===== src/rtl/id_pipe_pkg.sv =====
// Shared opcode/func3 codes, output-register states and func3 legality helpers
// for the id_pipe decode stage.
package id_pipe_pkg;

  localparam logic [6:0] INST_TYPE_I     = 7'b0010011;
  localparam logic [6:0] INST_TYPE_R     = 7'b0110011;
  localparam logic [6:0] INST_TYPE_B     = 7'b1100011;
  localparam logic [6:0] INST_TYPE_L     = 7'b0000011;
  localparam logic [6:0] INST_TYPE_S     = 7'b0100011;
  localparam logic [6:0] INST_TYPE_JAL   = 7'b1101111;
  localparam logic [6:0] INST_TYPE_JALR  = 7'b1100111;
  localparam logic [6:0] INST_TYPE_LUI   = 7'b0110111;
  localparam logic [6:0] INST_TYPE_AUIPC = 7'b0010111;

  localparam logic [2:0] INST_SLLI = 3'b001;
  localparam logic [2:0] INST_SRI  = 3'b101;
  localparam logic [2:0] INST_JALR = 3'b000;

  localparam logic [2:0] INST_BEQ  = 3'b000;
  localparam logic [2:0] INST_BNE  = 3'b001;
  localparam logic [2:0] INST_BLT  = 3'b100;
  localparam logic [2:0] INST_BGE  = 3'b101;
  localparam logic [2:0] INST_BLTU = 3'b110;
  localparam logic [2:0] INST_BGEU = 3'b111;

  localparam logic [2:0] INST_LB  = 3'b000;
  localparam logic [2:0] INST_LH  = 3'b001;
  localparam logic [2:0] INST_LW  = 3'b010;
  localparam logic [2:0] INST_LD  = 3'b011;
  localparam logic [2:0] INST_LBU = 3'b100;
  localparam logic [2:0] INST_LHU = 3'b101;
  localparam logic [2:0] INST_LWU = 3'b110;

  localparam logic [2:0] INST_SB = 3'b000;
  localparam logic [2:0] INST_SH = 3'b001;
  localparam logic [2:0] INST_SW = 3'b010;
  localparam logic [2:0] INST_SD = 3'b011;

  typedef enum logic {
    ST_EMPTY = 1'b0,
    ST_FULL  = 1'b1
  } out_state_e;

  function automatic logic branch_f3_ok(input logic [2:0] f3);
    return (f3 == INST_BEQ) || (f3 == INST_BNE) || (f3 == INST_BLT) ||
           (f3 == INST_BGE) || (f3 == INST_BLTU) || (f3 == INST_BGEU);
  endfunction

  // LD/LWU and SD only exist on RV64.
  function automatic logic load_f3_ok(input logic [2:0] f3, input logic rv64);
    return (f3 == INST_LB) || (f3 == INST_LH) || (f3 == INST_LW) ||
           (f3 == INST_LBU) || (f3 == INST_LHU) ||
           (rv64 && ((f3 == INST_LD) || (f3 == INST_LWU)));
  endfunction

  function automatic logic store_f3_ok(input logic [2:0] f3, input logic rv64);
    return (f3 == INST_SB) || (f3 == INST_SH) || (f3 == INST_SW) ||
           (rv64 && (f3 == INST_SD));
  endfunction

endpackage


===== src/rtl/id_pipe_decode.sv =====
// Combinational RV32I/RV64I field decoder: operands, addresses, write/memory
// enables, illegal flag and which source registers the instruction reads.
module id_decode
  import id_pipe_pkg::*;
#(
  parameter int XLEN = 32
) (
  input  logic [31:0]     inst_i,
  input  logic [XLEN-1:0] inst_addr_i,
  input  logic [XLEN-1:0] rs1_data_i,
  input  logic [XLEN-1:0] rs2_data_i,
  output logic [XLEN-1:0] op1_o,
  output logic [XLEN-1:0] op2_o,
  output logic [XLEN-1:0] base_addr_o,
  output logic [XLEN-1:0] addr_offset_o,
  output logic [4:0]      rd_addr_o,
  output logic            reg_wen_o,
  output logic            mem_ren_o,
  output logic            mem_wen_o,
  output logic            illegal_o,
  output logic            uses_rs1_o,
  output logic            uses_rs2_o
);

  localparam logic RV64 = (XLEN == 64);

  logic [6:0]      opcode;
  logic [2:0]      func3;
  logic [4:0]      rd;
  logic [5:0]      shamt;
  logic [XLEN-1:0] imm_i, imm_s, imm_b, imm_j, imm_u, shamt_x, four;

  assign opcode  = inst_i[6:0];
  assign func3   = inst_i[14:12];
  assign rd      = inst_i[11:7];
  assign shamt   = RV64 ? inst_i[25:20] : {1'b0, inst_i[24:20]};
  assign shamt_x = {{(XLEN-6){1'b0}}, shamt};
  assign four    = {{(XLEN-3){1'b0}}, 3'd4};

  assign imm_i = {{(XLEN-12){inst_i[31]}}, inst_i[31:20]};
  assign imm_s = {{(XLEN-12){inst_i[31]}}, inst_i[31:25], inst_i[11:7]};
  assign imm_b = {{(XLEN-13){inst_i[31]}}, inst_i[31], inst_i[7], inst_i[30:25],
                  inst_i[11:8], 1'b0};
  assign imm_j = {{(XLEN-21){inst_i[31]}}, inst_i[31], inst_i[19:12], inst_i[20],
                  inst_i[30:21], 1'b0};
  assign imm_u = {{(XLEN-31){inst_i[31]}}, inst_i[30:12], 12'b0};

  always_comb begin
    op1_o         = '0;
    op2_o         = '0;
    base_addr_o   = '0;
    addr_offset_o = '0;
    rd_addr_o     = '0;
    reg_wen_o     = 1'b0;
    mem_ren_o     = 1'b0;
    mem_wen_o     = 1'b0;
    illegal_o     = 1'b0;
    uses_rs1_o    = 1'b0;
    uses_rs2_o    = 1'b0;
    case (opcode)
      INST_TYPE_I: begin
        op1_o      = rs1_data_i;
        op2_o      = ((func3 == INST_SLLI) || (func3 == INST_SRI)) ? shamt_x : imm_i;
        rd_addr_o  = rd;
        reg_wen_o  = 1'b1;
        uses_rs1_o = 1'b1;
      end
      INST_TYPE_R: begin
        op1_o      = rs1_data_i;
        op2_o      = rs2_data_i;
        rd_addr_o  = rd;
        reg_wen_o  = 1'b1;
        uses_rs1_o = 1'b1;
        uses_rs2_o = 1'b1;
      end
      INST_TYPE_B: begin
        if (branch_f3_ok(func3)) begin
          op1_o         = rs1_data_i;
          op2_o         = rs2_data_i;
          base_addr_o   = inst_addr_i;
          addr_offset_o = imm_b;
          uses_rs1_o    = 1'b1;
          uses_rs2_o    = 1'b1;
        end else begin
          illegal_o = 1'b1;
        end
      end
      INST_TYPE_JAL: begin
        op1_o         = inst_addr_i;
        op2_o         = four;
        rd_addr_o     = rd;
        reg_wen_o     = 1'b1;
        base_addr_o   = inst_addr_i;
        addr_offset_o = imm_j;
      end
      INST_TYPE_JALR: begin
        if (func3 == INST_JALR) begin
          op1_o         = inst_addr_i;
          op2_o         = four;
          rd_addr_o     = rd;
          reg_wen_o     = 1'b1;
          base_addr_o   = rs1_data_i;
          addr_offset_o = imm_i;
          uses_rs1_o    = 1'b1;
        end else begin
          illegal_o = 1'b1;
        end
      end
      INST_TYPE_LUI: begin
        op1_o     = imm_u;
        rd_addr_o = rd;
        reg_wen_o = 1'b1;
      end
      INST_TYPE_AUIPC: begin
        op1_o     = inst_addr_i;
        op2_o     = imm_u;
        rd_addr_o = rd;
        reg_wen_o = 1'b1;
      end
      INST_TYPE_L: begin
        if (load_f3_ok(func3, RV64)) begin
          base_addr_o   = rs1_data_i;
          addr_offset_o = imm_i;
          rd_addr_o     = rd;
          reg_wen_o     = 1'b1;
          mem_ren_o     = 1'b1;
          uses_rs1_o    = 1'b1;
        end else begin
          illegal_o = 1'b1;
        end
      end
      INST_TYPE_S: begin
        if (store_f3_ok(func3, RV64)) begin
          base_addr_o   = rs1_data_i;
          addr_offset_o = imm_s;
          op2_o         = rs2_data_i;
          mem_wen_o     = 1'b1;
          uses_rs1_o    = 1'b1;
          uses_rs2_o    = 1'b1;
        end else begin
          illegal_o = 1'b1;
        end
      end
      default: illegal_o = 1'b1;
    endcase
  end

endmodule


===== src/rtl/id_pipe.sv =====
// Registered decode stage: one-entry output register with valid/ready on both
// sides, flush, and a load-use interlock (held-load check plus down-counter).
//
//   state    | meaning
//   ---------+-----------------------------------------------
//   ST_EMPTY | output register holds nothing, out_valid = 0
//   ST_FULL  | output register holds a decoded instruction
module id_pipe
  import id_pipe_pkg::*;
#(
  parameter int XLEN            = 32,
  parameter int LOAD_USE_CYCLES = 1
) (
  input  logic            clk,
  input  logic            rst_n,
  input  logic            flush_i,
  input  logic            in_valid,
  output logic            in_ready,
  input  logic [31:0]     inst_i,
  input  logic [XLEN-1:0] inst_addr_i,
  output logic [4:0]      rs1_addr_o,
  output logic [4:0]      rs2_addr_o,
  input  logic [XLEN-1:0] rs1_data_i,
  input  logic [XLEN-1:0] rs2_data_i,
  output logic            out_valid,
  input  logic            out_ready,
  output logic [31:0]     inst_o,
  output logic [XLEN-1:0] inst_addr_o,
  output logic [XLEN-1:0] op1_o,
  output logic [XLEN-1:0] op2_o,
  output logic [4:0]      rd_addr_o,
  output logic            reg_wen_o,
  output logic [XLEN-1:0] base_addr_o,
  output logic [XLEN-1:0] addr_offset_o,
  output logic            mem_ren_o,
  output logic            mem_wen_o,
  output logic            illegal_o
);

  out_state_e state_q, state_d;

  logic [XLEN-1:0] dec_op1, dec_op2, dec_base, dec_off;
  logic [4:0]      dec_rd;
  logic            dec_wen, dec_ren, dec_mwen, dec_illegal, dec_uses_rs1, dec_uses_rs2;

  logic [31:0]     inst_q;
  logic [XLEN-1:0] inst_addr_q, op1_q, op2_q, base_addr_q, addr_offset_q;
  logic [4:0]      rd_addr_q;
  logic            reg_wen_q, mem_ren_q, mem_wen_q, illegal_q;

  logic [1:0]      lu_cnt_q, lu_cnt_d;
  logic [4:0]      lu_rd_q, lu_rd_d;

  logic            rs1_hit, rs2_hit, hazard, accept, consume;

  id_decode #(.XLEN(XLEN)) u_decode (
    .inst_i        (inst_i),
    .inst_addr_i   (inst_addr_i),
    .rs1_data_i    (rs1_data_i),
    .rs2_data_i    (rs2_data_i),
    .op1_o         (dec_op1),
    .op2_o         (dec_op2),
    .base_addr_o   (dec_base),
    .addr_offset_o (dec_off),
    .rd_addr_o     (dec_rd),
    .reg_wen_o     (dec_wen),
    .mem_ren_o     (dec_ren),
    .mem_wen_o     (dec_mwen),
    .illegal_o     (dec_illegal),
    .uses_rs1_o    (dec_uses_rs1),
    .uses_rs2_o    (dec_uses_rs2)
  );

  assign rs1_addr_o = inst_i[19:15];
  assign rs2_addr_o = inst_i[24:20];

  assign out_valid = (state_q == ST_FULL);

  // A held load blocks its consumer even in the cycle the load is consumed;
  // afterwards the down-counter keeps blocking for LOAD_USE_CYCLES cycles.
  assign rs1_hit = dec_uses_rs1 && (rs1_addr_o != 5'd0) &&
                   ((out_valid && mem_ren_q && (rs1_addr_o == rd_addr_q)) ||
                    ((lu_cnt_q != 2'd0) && (rs1_addr_o == lu_rd_q)));
  assign rs2_hit = dec_uses_rs2 && (rs2_addr_o != 5'd0) &&
                   ((out_valid && mem_ren_q && (rs2_addr_o == rd_addr_q)) ||
                    ((lu_cnt_q != 2'd0) && (rs2_addr_o == lu_rd_q)));
  assign hazard  = rs1_hit || rs2_hit;

  assign in_ready = rst_n && !flush_i && (!out_valid || out_ready) && !hazard;
  assign accept   = in_valid && in_ready;
  assign consume  = out_valid && out_ready;

  always_comb begin
    state_d = state_q;
    case (state_q)
      ST_EMPTY: if (accept) state_d = ST_FULL;
      ST_FULL: begin
        if (flush_i)                 state_d = ST_EMPTY;
        else if (consume && !accept) state_d = ST_EMPTY;
      end
      default: state_d = ST_EMPTY;
    endcase
  end

  always_comb begin
    lu_cnt_d = lu_cnt_q;
    lu_rd_d  = lu_rd_q;
    if (flush_i) begin
      lu_cnt_d = 2'd0;
    end else if (consume && mem_ren_q) begin
      lu_rd_d  = rd_addr_q;
      lu_cnt_d = 2'(LOAD_USE_CYCLES);
    end else if (lu_cnt_q != 2'd0) begin
      lu_cnt_d = lu_cnt_q - 2'd1;
    end
  end

  always_ff @(posedge clk) begin
    if (!rst_n) begin
      state_q  <= ST_EMPTY;
      lu_cnt_q <= 2'd0;
      lu_rd_q  <= 5'd0;
    end else begin
      state_q  <= state_d;
      lu_cnt_q <= lu_cnt_d;
      lu_rd_q  <= lu_rd_d;
    end
  end

  always_ff @(posedge clk) begin
    if (!rst_n) begin
      inst_q        <= '0;
      inst_addr_q   <= '0;
      op1_q         <= '0;
      op2_q         <= '0;
      rd_addr_q     <= '0;
      reg_wen_q     <= 1'b0;
      base_addr_q   <= '0;
      addr_offset_q <= '0;
      mem_ren_q     <= 1'b0;
      mem_wen_q     <= 1'b0;
      illegal_q     <= 1'b0;
    end else if (accept) begin
      inst_q        <= inst_i;
      inst_addr_q   <= inst_addr_i;
      op1_q         <= dec_op1;
      op2_q         <= dec_op2;
      rd_addr_q     <= dec_rd;
      reg_wen_q     <= dec_wen;
      base_addr_q   <= dec_base;
      addr_offset_q <= dec_off;
      mem_ren_q     <= dec_ren;
      mem_wen_q     <= dec_mwen;
      illegal_q     <= dec_illegal;
    end
  end

  assign inst_o        = inst_q;
  assign inst_addr_o   = inst_addr_q;
  assign op1_o         = op1_q;
  assign op2_o         = op2_q;
  assign rd_addr_o     = rd_addr_q;
  assign reg_wen_o     = reg_wen_q;
  assign base_addr_o   = base_addr_q;
  assign addr_offset_o = addr_offset_q;
  assign mem_ren_o     = mem_ren_q;
  assign mem_wen_o     = mem_wen_q;
  assign illegal_o     = illegal_q;

endmodule


===== config.mk =====
export PLATFORM = sky130hd
export DESIGN_NAME = id_pipe
export DESIGN_NICKNAME = d
export VERILOG_FILES = /design/src/rtl/id_pipe_pkg.sv /design/src/rtl/id_pipe_decode.sv /design/src/rtl/id_pipe.sv
export SDC_FILE = /design/constraint.sdc
export NUM_CORES = 1
export LEC_CHECK = 0
export BUFFER_PORTS_ARGS = -buffer_cell sky130_fd_sc_hd__buf_2
export CAP_MARGIN = 20
export CORE_MARGIN = 5
export CORE_UTILIZATION = 50
export DETAILED_ROUTE_END_ITERATION = 10
export PLACE_DENSITY = 0.81
export SLEW_MARGIN = 20
export SYNTH_ARGS = -nofsm -noshare
export SYNTH_HDL_FRONTEND = slang
export SYNTH_SLANG_ARGS = --single-unit
export TNS_END_PERCENT = 20

===== constraint.sdc =====
create_clock -name clk -period 3.3 [get_ports clk]
set_clock_uncertainty 0.05 [all_clocks]
set_input_delay 0.33 -clock clk [delete_from_list [all_inputs] [get_ports clk]]
set_output_delay 0.33 -clock clk [all_outputs]
set_load 0.02 [all_outputs]

==> results.md, run 1 <==
- Max Fclk: between 300 and 400 MHz
- H-tree Lvls: 4
- Mapped Nets: roughly 1,200
- Num ports: between 300 and 400
- GR Layer Usage met1: about a third
- Root buf cell: clkbuf_16
- Largest net degree at the start of global routing: ~240
- Crit end category: primary output
- Antenna-violating nets left: 0
- Distinct cells, synth: between 50 and 60
- DR vias: between 8,000 and 9,000
- Post-CTS setup repair buffer count: 0
- Routed WL: between 30 and 40 mm
- Antenna violations before repair: 2
- Most frequent cells in the layout: buf_2, nand2_1, dfxtp_1, mux2i_1, inv_1
- Power density cells: roughly 450 nW/um2
- Core area: between 15,000 and 20,000 um2
- Commonest non-fill, non-tap cell in the layout: buf_2
- Drt pass-1 iters: 9
- Layout cell share with drive strength beyond 1: 31.5%
- Port bufs: approximately 350
- EDFF count, synth: 0
- Post-Synthesis Cells: 1,024
- Wire per inst: between 15 and 20 um
- Die Ht: 147 um
- Critical path, cell by cell: buf_2 > nand4bb_1 > nor4_2 > nor2_1 > a311oi_2 > nor2_1 > buf_2
- Met3 GRT Util: between 6 and 7%
- Post-route clock period utilization: 79.6%
- Clk sink count: just under 200
- DRC viols: 0
- Worst hold start: inst_addr_i[0]
- Met2 GRT Util: about 45%
- CTS tree: done
- Worst path required time: slightly below 3 ns
- Vias in the first global route: between 8,000 and 9,000
- Post-synthesis cell area: approximately 9400 um2
- Main synth FF type: dfxtp_1
- Setup repair after global routing missed its margin: false
- RD Place Congestion: 0.896
- Post-cts gate resize count: 0
- Register area share after synthesis: between 40% and 50%
- Leak: 6.28 nW
- Synth-to-Final Area Change: 24.3%
- Hold Path Class: in -> reg
- Worst-Margin Slew: 1.01 ns
- Clk buf depth: 2
- Worst setup SP type: input port
- Fill cells: about 1,600
- GR Util All Layers: between 20% and 30%
- Vias per Instance: roughly 5.6
- WS Path Type: in -> out
- Most area-hungry cell type in the Yosys netlist: dfxtp_1
- Starting Density: between 50% and 60%
- Relative slew margins: roughly a third
- Share of the synthesized area in the top cell type: a little over two fifths
- Power Total: 5.24 mW
- Period minus WS final: 2.63 ns
- Reg2reg start: lu_cnt_q[0]
- VDD IR-drop max: roughly 0.33 mV
- Antenna cell count: 0
- Die W: roughly 150 um
- DIE AREA: between 20,000 and 25,000 um2
- Grt ovf: 0
- Final Slew Violations: 0
- Hold buffers post-CTS: 0
- First-pass GRT wire length: 46.4 mm
- Synth Area per Inst: between 9 and 10 um2
- DRT iter0 DRCs: around 640
- Outcome: complete, no violations
- GRT busiest layer: met2
- Cell row count: 50
- Total CTS buffers: 17
- Asr flop ratio synth: 0%
- Final setup vio count: 0
- Synth top area cells: dfxtp_1, mux2i_1, nand2_1, a22o_1, inv_1
- HPWL after DPL: roughly 22 mm
- Final setup TNS: 0 ns
- Worst Path Arrival: between 2 and 2.5 ns
- CP Max Fanout: 7
- Layout Nets: approximately 1,400
- Clock latency on the worst-skew pair: between 0.4 and 0.5 ns
- CTS clk-pin slew, worst paths: approximately 0.08 ns
- Fin. Hold Viols: 0
- Crit path launch: inst_i[2]
- Crit-path slowest cell: nor4_2
- Yosys warns: 0
- Post-synthesis register bit count: between 150 and 200
- Max incr delay on CP: 0.49 ns
- Max-cap violations: 0
[registers in the layout, indices dropped and copies added (netlist names)]
signal	count
out_valid	1
addr_offset_o	21
op1_o	32
mem_wen_o	1
lu_rd_q	5
op2_o	32
inst_addr_o	32
base_addr_o	32
lu_cnt_q	2
mem_ren_o	1
rd_addr_o	5
illegal_o	1
inst_o	32
reg_wen_o	1
[worst max-delay path: cells and delay by family]
family	cells	cell delay, ns
buf+inv	2	0.32
compound gates	1	0.39
simple gates	4	1.19
[layer usage]
layer  up-vias  part of all wire (%)
met1      4066                    40
met3        69                   9.3
met2       465                    47
met5         -                  0.11
li1       4075                     -
met4         4                   3.4
[cells by family after synthesis]
| kind of cell | after synthesis | share of synthesized area, % |
|---|---|---|
| simple gates | 297 | 13.4 |
| flops | 198 | 42.0 |
| mux | 195 | 20.7 |
| buf+inv | 174 | 9.73 |
| compound gates | 140 | 12.3 |
| xor+xnor | 19 | 1.76 |
| fa+ha+maj | 1 | 0.133 |
[synth_stat cells (2+ instances only)]
master / number
inv_1: 68
buf_6: 3
nor2_1: 8
nand2b_1: 10
clkbuf_1: 53
mux2i_1: 195
buf_4: 28
a211o_1: 2
nor2b_1: 7
dfxtp_1: 198
xnor2_1: 15
buf_8: 11
o21a_1: 5
or2_2: 4
buf_2: 10
nor3_1: 5
nand2_1: 241
a222oi_1: 21
nand4_1: 6
a22oi_1: 28
a21oi_1: 19
xor2_1: 4
nand3_1: 4
a221oi_1: 20
o32a_1: 2
a22o_1: 30
[metrics by stage]
step	instances	util [%]	hold slack, ns	cell area (um2)	worst slack, ns
after global placement	1520	59.5	0.389	11100	0.435
after CTS	1552	62.9	0.0838	11700	0.697
after global routing	1552	62.9	0.0876	11700	0.517
final	1552	62.9	0.103	11700	0.674
after floorplan	1024	-	0.412	9440	0.911
after detailed placement	1520	59.5	0.398	11100	0.255
[final cells by class]
cell class / instances / area (um2) / area share (%)
tap: 234 / 293 / 2.50
timing repair buffer: 368 / 1990 / 17.0
multi-input combinational: 652 / 4590 / 39.1
clock buffer: 17 / 425 / 3.63
clock inverter: 15 / 209 / 1.78
inverter: 68 / 255 / 2.18
sequential: 198 / 3960 / 33.8
[report_power, final]
group	internal [mW]	switching (mW)	leakage (nW)
clock	1.17	1.04	0.308
combinational	0.204	0.363	4.36
sequential	2.44	0.0265	1.60
[path summary, 6_finish.rpt]
| check | to | slack (ns) | depth (start not counted) |
|---|---|---|---|
| min reg2reg | base_addr_o[21] | 0.40 | 2 |
| min | inst_addr_o[0] | 0.10 | 3 |
| max | in_ready | 0.67 | 7 |
| max reg2reg | addr_offset_o[7] | 0.78 | 7 |
No activity file was read; power rests on OpenSTA's default activity.
==> inputs of run 2 (changes only) <==
- CORE_UTILIZATION: 50 -> 45
- PLACE_DENSITY: 0.81 -> 0.77
- clock period: 3.3 -> 2.15 ns (I/O delays scaled with it)
==> results.md, run 2 (synthesized netlist as in run 1, its figures left out) <==
- Violated checks: setup timing
- Power Total: a little over 8 mW
- Num ports: between 300 and 400
- Layout Nets: ~1,600
- Final setup TNS: -16.73 ns
- Outcome: finished, violations left
- Setup repair after global routing missed its margin: true
- Final setup vio count: approximately 180
- Leak: 7.08 nW
- DRC viols: 0
- Die W: ~150 um
- Placed Area: around 12,000 um2
- Relative slew margins: roughly 57%
- Worst-Margin Slew: ~0.65 ns
- Commonest non-fill, non-tap cell in the layout: buf_2
- Post-route clock period utilization: 108%
- Layout cell share with drive strength beyond 1: around 37%
- Clk sink count: 198
- Fin worst setup slack: -0.163 ns
- Total CTS buffers: 17
- Clock latency on the worst-skew pair: around 0.44 ns
- Largest net degree at the start of global routing: between 100 and 150
- Root buf cell: clkbuf_16
- Vias in the first global route: 9,076
- CTS clk-pin slew, worst paths: around 0.080 ns
- Place WS: -0.329 ns
- Critical path, cell by cell: xnor2_2 > nand4_1 > o32a_1 > a311oi_2 > nor2_1 > buf_4
- RD Place Congestion: about 0.9
- Cell row count: 53
- Worst Path Arrival: 2.05 ns
- Wire per inst: approximately 19 um
- Clk buf depth: 2
- Port bufs: 345
- Sw frac: roughly 28%
- Max Fclk: about 430 MHz
- Grt ovf: 0
- Crit end category: primary output
- Antenna violations before repair: 2
- VDD IR-drop max: 0.461 mV
- Worst path required time: roughly 1.9 ns
- First-pass GRT wire length: approximately 50 mm
- Synth-to-Final Area Change: 41.2%
- Starting Density: a little under half
- Post-Place Cells: 1,651
- Drt pass-1 iters: 8
- DRT iter0 DRCs: about 780
- Period minus WS final: roughly 2.3 ns
- Worst setup SP type: flip-flop
- Crit-path slowest cell: dfxtp_2
- Critical path's top delay family: compound AO/OA/AOI/OAI gates
- Power density cells: between 600 and 700 nW/um2
- Vias per Instance: roughly 5.4
- CTS tree: done
- Power Internal: slightly below 6 mW
- CP Max Fanout: 3
- DR vias: between 9,000 and 10,000
- Fin cells: roughly 1,700
- Final Slew Violations: 0
- HPWL after DPL: roughly 24 mm
- Die Ht: between 150 and 200 um
- Max incr delay on CP: approximately 0.34 ns
- DIE AREA: around 24,000 um2
- Post-route cell area: ~13,000 um2
- Buf/Inv on CP: 1
- Power share of the clock group: about two fifths
- Comb pwr share: 13.3%
- Core area: 20,800 um2
- H-tree Lvls: 4
- Fin. Hold Viols: 0
- Sw power: between 2 and 2.5 mW
- GR Util All Layers: a little over a quarter
- Hold Path Class: in -> reg
- Max-cap violations: 0
- WS Path Type: reg -> out
- Most frequent cells in the layout: buf_2, nand2_1, mux2i_1, dfxtp_1, buf_4
- Routed WL: 33.4 mm
- Reg power frac: roughly 46%
- Antenna-violating nets left: 0
run 2: power by group through the flow:
stage	combinational, mW	clock (mW)	sequential [mW]
after detailed placement	0.978	0	3.87
after global routing	1.15	3.56	3.79
after CTS	1.05	3.41	3.78
final	1.09	3.35	3.78
after global placement	0.964	0	3.86
after floorplan	0.426	0	3.96
run 2: final timing paths:
kind / start / endpoint / slack (ns) / depth (start not counted)
worst min register to register: op1_o[29] / op1_o[29] / 0.40 / 2
worst min-delay path: rs2_data_i[24] / op2_o[24] / 0.02 / 3
worst max register to register: rd_addr_o[2] / op1_o[12] / -0.15 / 8
worst max-delay path: lu_rd_q[1] / in_ready / -0.16 / 6
run 2: routing by layer:
metal  GRT usage, %  vias up  share of wire (%)
met5              0        -                  0
met4           11.1        0                3.5
met3           5.65       70                8.1
met2           43.1      494                 48
met1           34.2     4444                 41
li1               -     4350                  -
run 2: area by class of cell:
cell class | count | area [um2]
Tap cell | 275 | 344
Clock inverter | 14 | 185
Timing Repair Buffer | 506 | 3470
Sequential cell | 198 | 3980
Antenna cell | 2 | 5.00
Multi-Input combinational cell | 652 | 4660
Fill cell | 1676 | 7490
Clock buffer | 18 | 439
Inverter | 68 | 255
run 2: worst reg2reg max path: stages, from the launching register on:
cell and delay (ns):
dfxtp_1 0.35, buf_4 0.15, o211ai_1 0.26, nor4b_2 0.11
o221ai_2 0.26, or3b_4 0.49, buf_12 0.19, buf_16 0.19
mux2i_1 0.13
run 2: what timing repair did:
item | in CTS | in global routing
pin swaps | 8 | 3
endpoints found under the hold margin | 42 | 0
endpoints found under the setup margin | 178 | 179
gates resized for setup | 16 | 14
hold buffers | 39 | 0
buffers inserted | 1 | 2
gates cloned | 1 | 5
run 2: per-stage QoR:
stage	hold WS (ns)	util [%]
6_report	0.0186	64.0
5_1_grt	0.0163	64.0
4_1_cts	0.000185	63.0
3_5_place_dp	0.398	57.7
3_3_place_gp	0.392	57.7
2_1_floorplan	0.297	-
==> inputs of run 3 (changes only) <==
- CTS_BUF_LIST: default -> sky130_fd_sc_hd__clkbuf_16
==> results.md, run 3 (synthesized netlist as in run 1, its figures left out) <==
- Outcome: finished, violations left
- Violated checks: setup timing
- Crit end category: primary output
- Final setup vio count: ~180
- Worst Path Arrival: 2.05 ns
- WS Path Type: reg -> out
- Setup repair after global routing missed its margin: true
- CTS tree: done
- Clock latency on the worst-skew pair: about 0.44 ns
- Cell row count: 53
- Hold endpoint: op2_o[24]
- Largest net degree at the start of global routing: about 150
- Post-route cell area: 13,300 um2
- Most frequent cells in the layout: buf_2, nand2_1, mux2i_1, dfxtp_1, buf_4
- Power density cells: roughly 610 nW/um2
- VDD IR-drop max: between 0.4 and 0.5 mV
- CP Max Fanout: 3
- Die W: around 150 um
- Antenna violations before repair: 2
- First-pass GRT wire length: ~50 mm
- Final setup TNS: -15.76 ns
- Routed WL: around 33 mm
- Root buf cell: clkbuf_16
- CTS clk-pin slew, worst paths: 0.08 ns
- Layout Nets: 1,577
- HPWL after DPL: approximately 24 mm
- Fin. Hold Viols: 0
- Post-route clock period utilization: 108%
- GR Util All Layers: 26.5%
- Max Fclk: around 430 MHz
- Clk buf depth: 2
- Finished Core Util: a little under two thirds
- Starting Density: about 45%
- Hold Path Class: in -> reg
- Clk sink count: slightly below 200
- H-tree Lvls: 4
- Worst path required time: approximately 1.9 ns
- Num ports: around 350
- Power share of the clock group: between 40% and 50%
- Placed Area: 12,000 um2
- Fin worst setup slack: -0.162 ns
- Vias in the first global route: 9,062
- Leak: between 7 and 8 nW
- Sw frac: 28.0%
- Synth-to-Final Area Change: 41.1%
- Drt pass-1 iters: 8
- Core area: between 20,000 and 25,000 um2
- DRT iter0 DRCs: between 700 and 800
- Grt ovf: 0
- Reg2Reg Depth: 8
- Power Internal: slightly below 6 mW
- Worst-Margin Slew: around 0.65 ns
- Antenna-violating nets left: 0
- Total CTS buffers: 17
- DR vias: a little over 9,000
- DIE AREA: ~24,000 um2
- R2r endpoint: inst_addr_o[8]
- Port bufs: about 350
- Die Ht: ~150 um
- Layout cell share with drive strength beyond 1: 36.5%
- Commonest non-fill, non-tap cell in the layout: buf_2
- RD Place Congestion: about 0.89
- Max-cap violations: 0
- Sw power: between 2 and 2.5 mW
- Wire per inst: between 15 and 20 um
- Vias per Instance: roughly 5.4
- Reg2reg start: lu_rd_q[1]
- Reg power frac: between 40% and 50%
- DRC viols: 0
- Relative slew margins: between 50% and 60%
- Worst hold start: rs2_data_i[24]
- Final Slew Violations: 0
- Period minus WS final: around 2.3 ns
- R2r setup slk: -0.15 ns
- Worst setup SP type: flip-flop
- Comb pwr share: roughly an eighth
- Fill cells: 1,675
- Hold depth: 3
run 3: area by class of cell:
cell class,count,area [um2],share of cell area (%)
Multi-Input combinational cell,652,4660,35.0
Sequential cell,198,3980,29.8
Timing Repair Buffer,506,3470,26.0
Clock buffer,17,425,3.19
Tap cell,275,344,2.58
Inverter,68,255,1.92
Clock inverter,15,189,1.42
Antenna cell,2,5.00,0.0376
run 3: per-layer routing:
layer  part of all wire (%)  track usage [%]  routed length (um)  vias up
met1                     41             34.2               13700     4445
met3                    7.9             5.62                2640       67
met5                      0                0                   0        -
met2                     47             42.9               15800      451
li1                       -                -                   -     4356
met4                    3.5             11.1                1150        0
run 3: metrics by stage:
step	hold slack, ns	power [mW]	worst slack, ns	std cells
after global routing	0.0164	8.47	-0.226	1733
after detailed placement	0.398	4.84	-0.329	1651
after CTS	0.000185	8.21	-0.117	1724
after global placement	0.392	4.83	-0.197	1651
after floorplan	0.297	4.39	-0.0125	1024
final	0.0174	8.19	-0.162	1733
run 3: worst max path at each step:
| stage | startpoint | to | slack, ns | cells past startpoint |
|---|---|---|---|---|
| 5_1_grt | rd_addr_o[2] | inst_o[4] | -0.23 | 8 |
| 2_1_floorplan | rd_addr_o[4] | op1_o[31] | -0.01 | 9 |
| 6_report | lu_rd_q[1] | in_ready | -0.16 | 6 |
| 3_3_place_gp | inst_i[4] | base_addr_o[10] | -0.20 | 9 |
| 4_1_cts | lu_rd_q[3] | in_ready | -0.12 | 6 |
| 3_5_place_dp | inst_i[4] | inst_addr_o[8] | -0.33 | 9 |
run 3: timing repair:
action,CTS,global route
endpoints found under the hold margin,42,0
setup buffers,1,2
pin swaps,8,3
resized for setup,16,14
endpoints found under the setup margin,178,179
gates cloned,1,5
hold buffers,39,0
run 3: power by group through the flow:
stage                     clock, mW  sequential [mW]  combinational [mW]
after floorplan                   0             3.96               0.426
after detailed placement          0             3.87               0.978
final                          3.32             3.78                1.09
after global placement            0             3.86               0.964
after global routing           3.53             3.79                1.15
after CTS                      3.37             3.78                1.05
run 3: worst max-delay path, stage by stage (launching register included):
cell	delay (ns)
dfxtp_2	0.34
xnor2_2	0.16
nand4_1	0.11
o32a_1	0.34
a311oi_2	0.33
nor2_1	0.15
buf_4	0.19
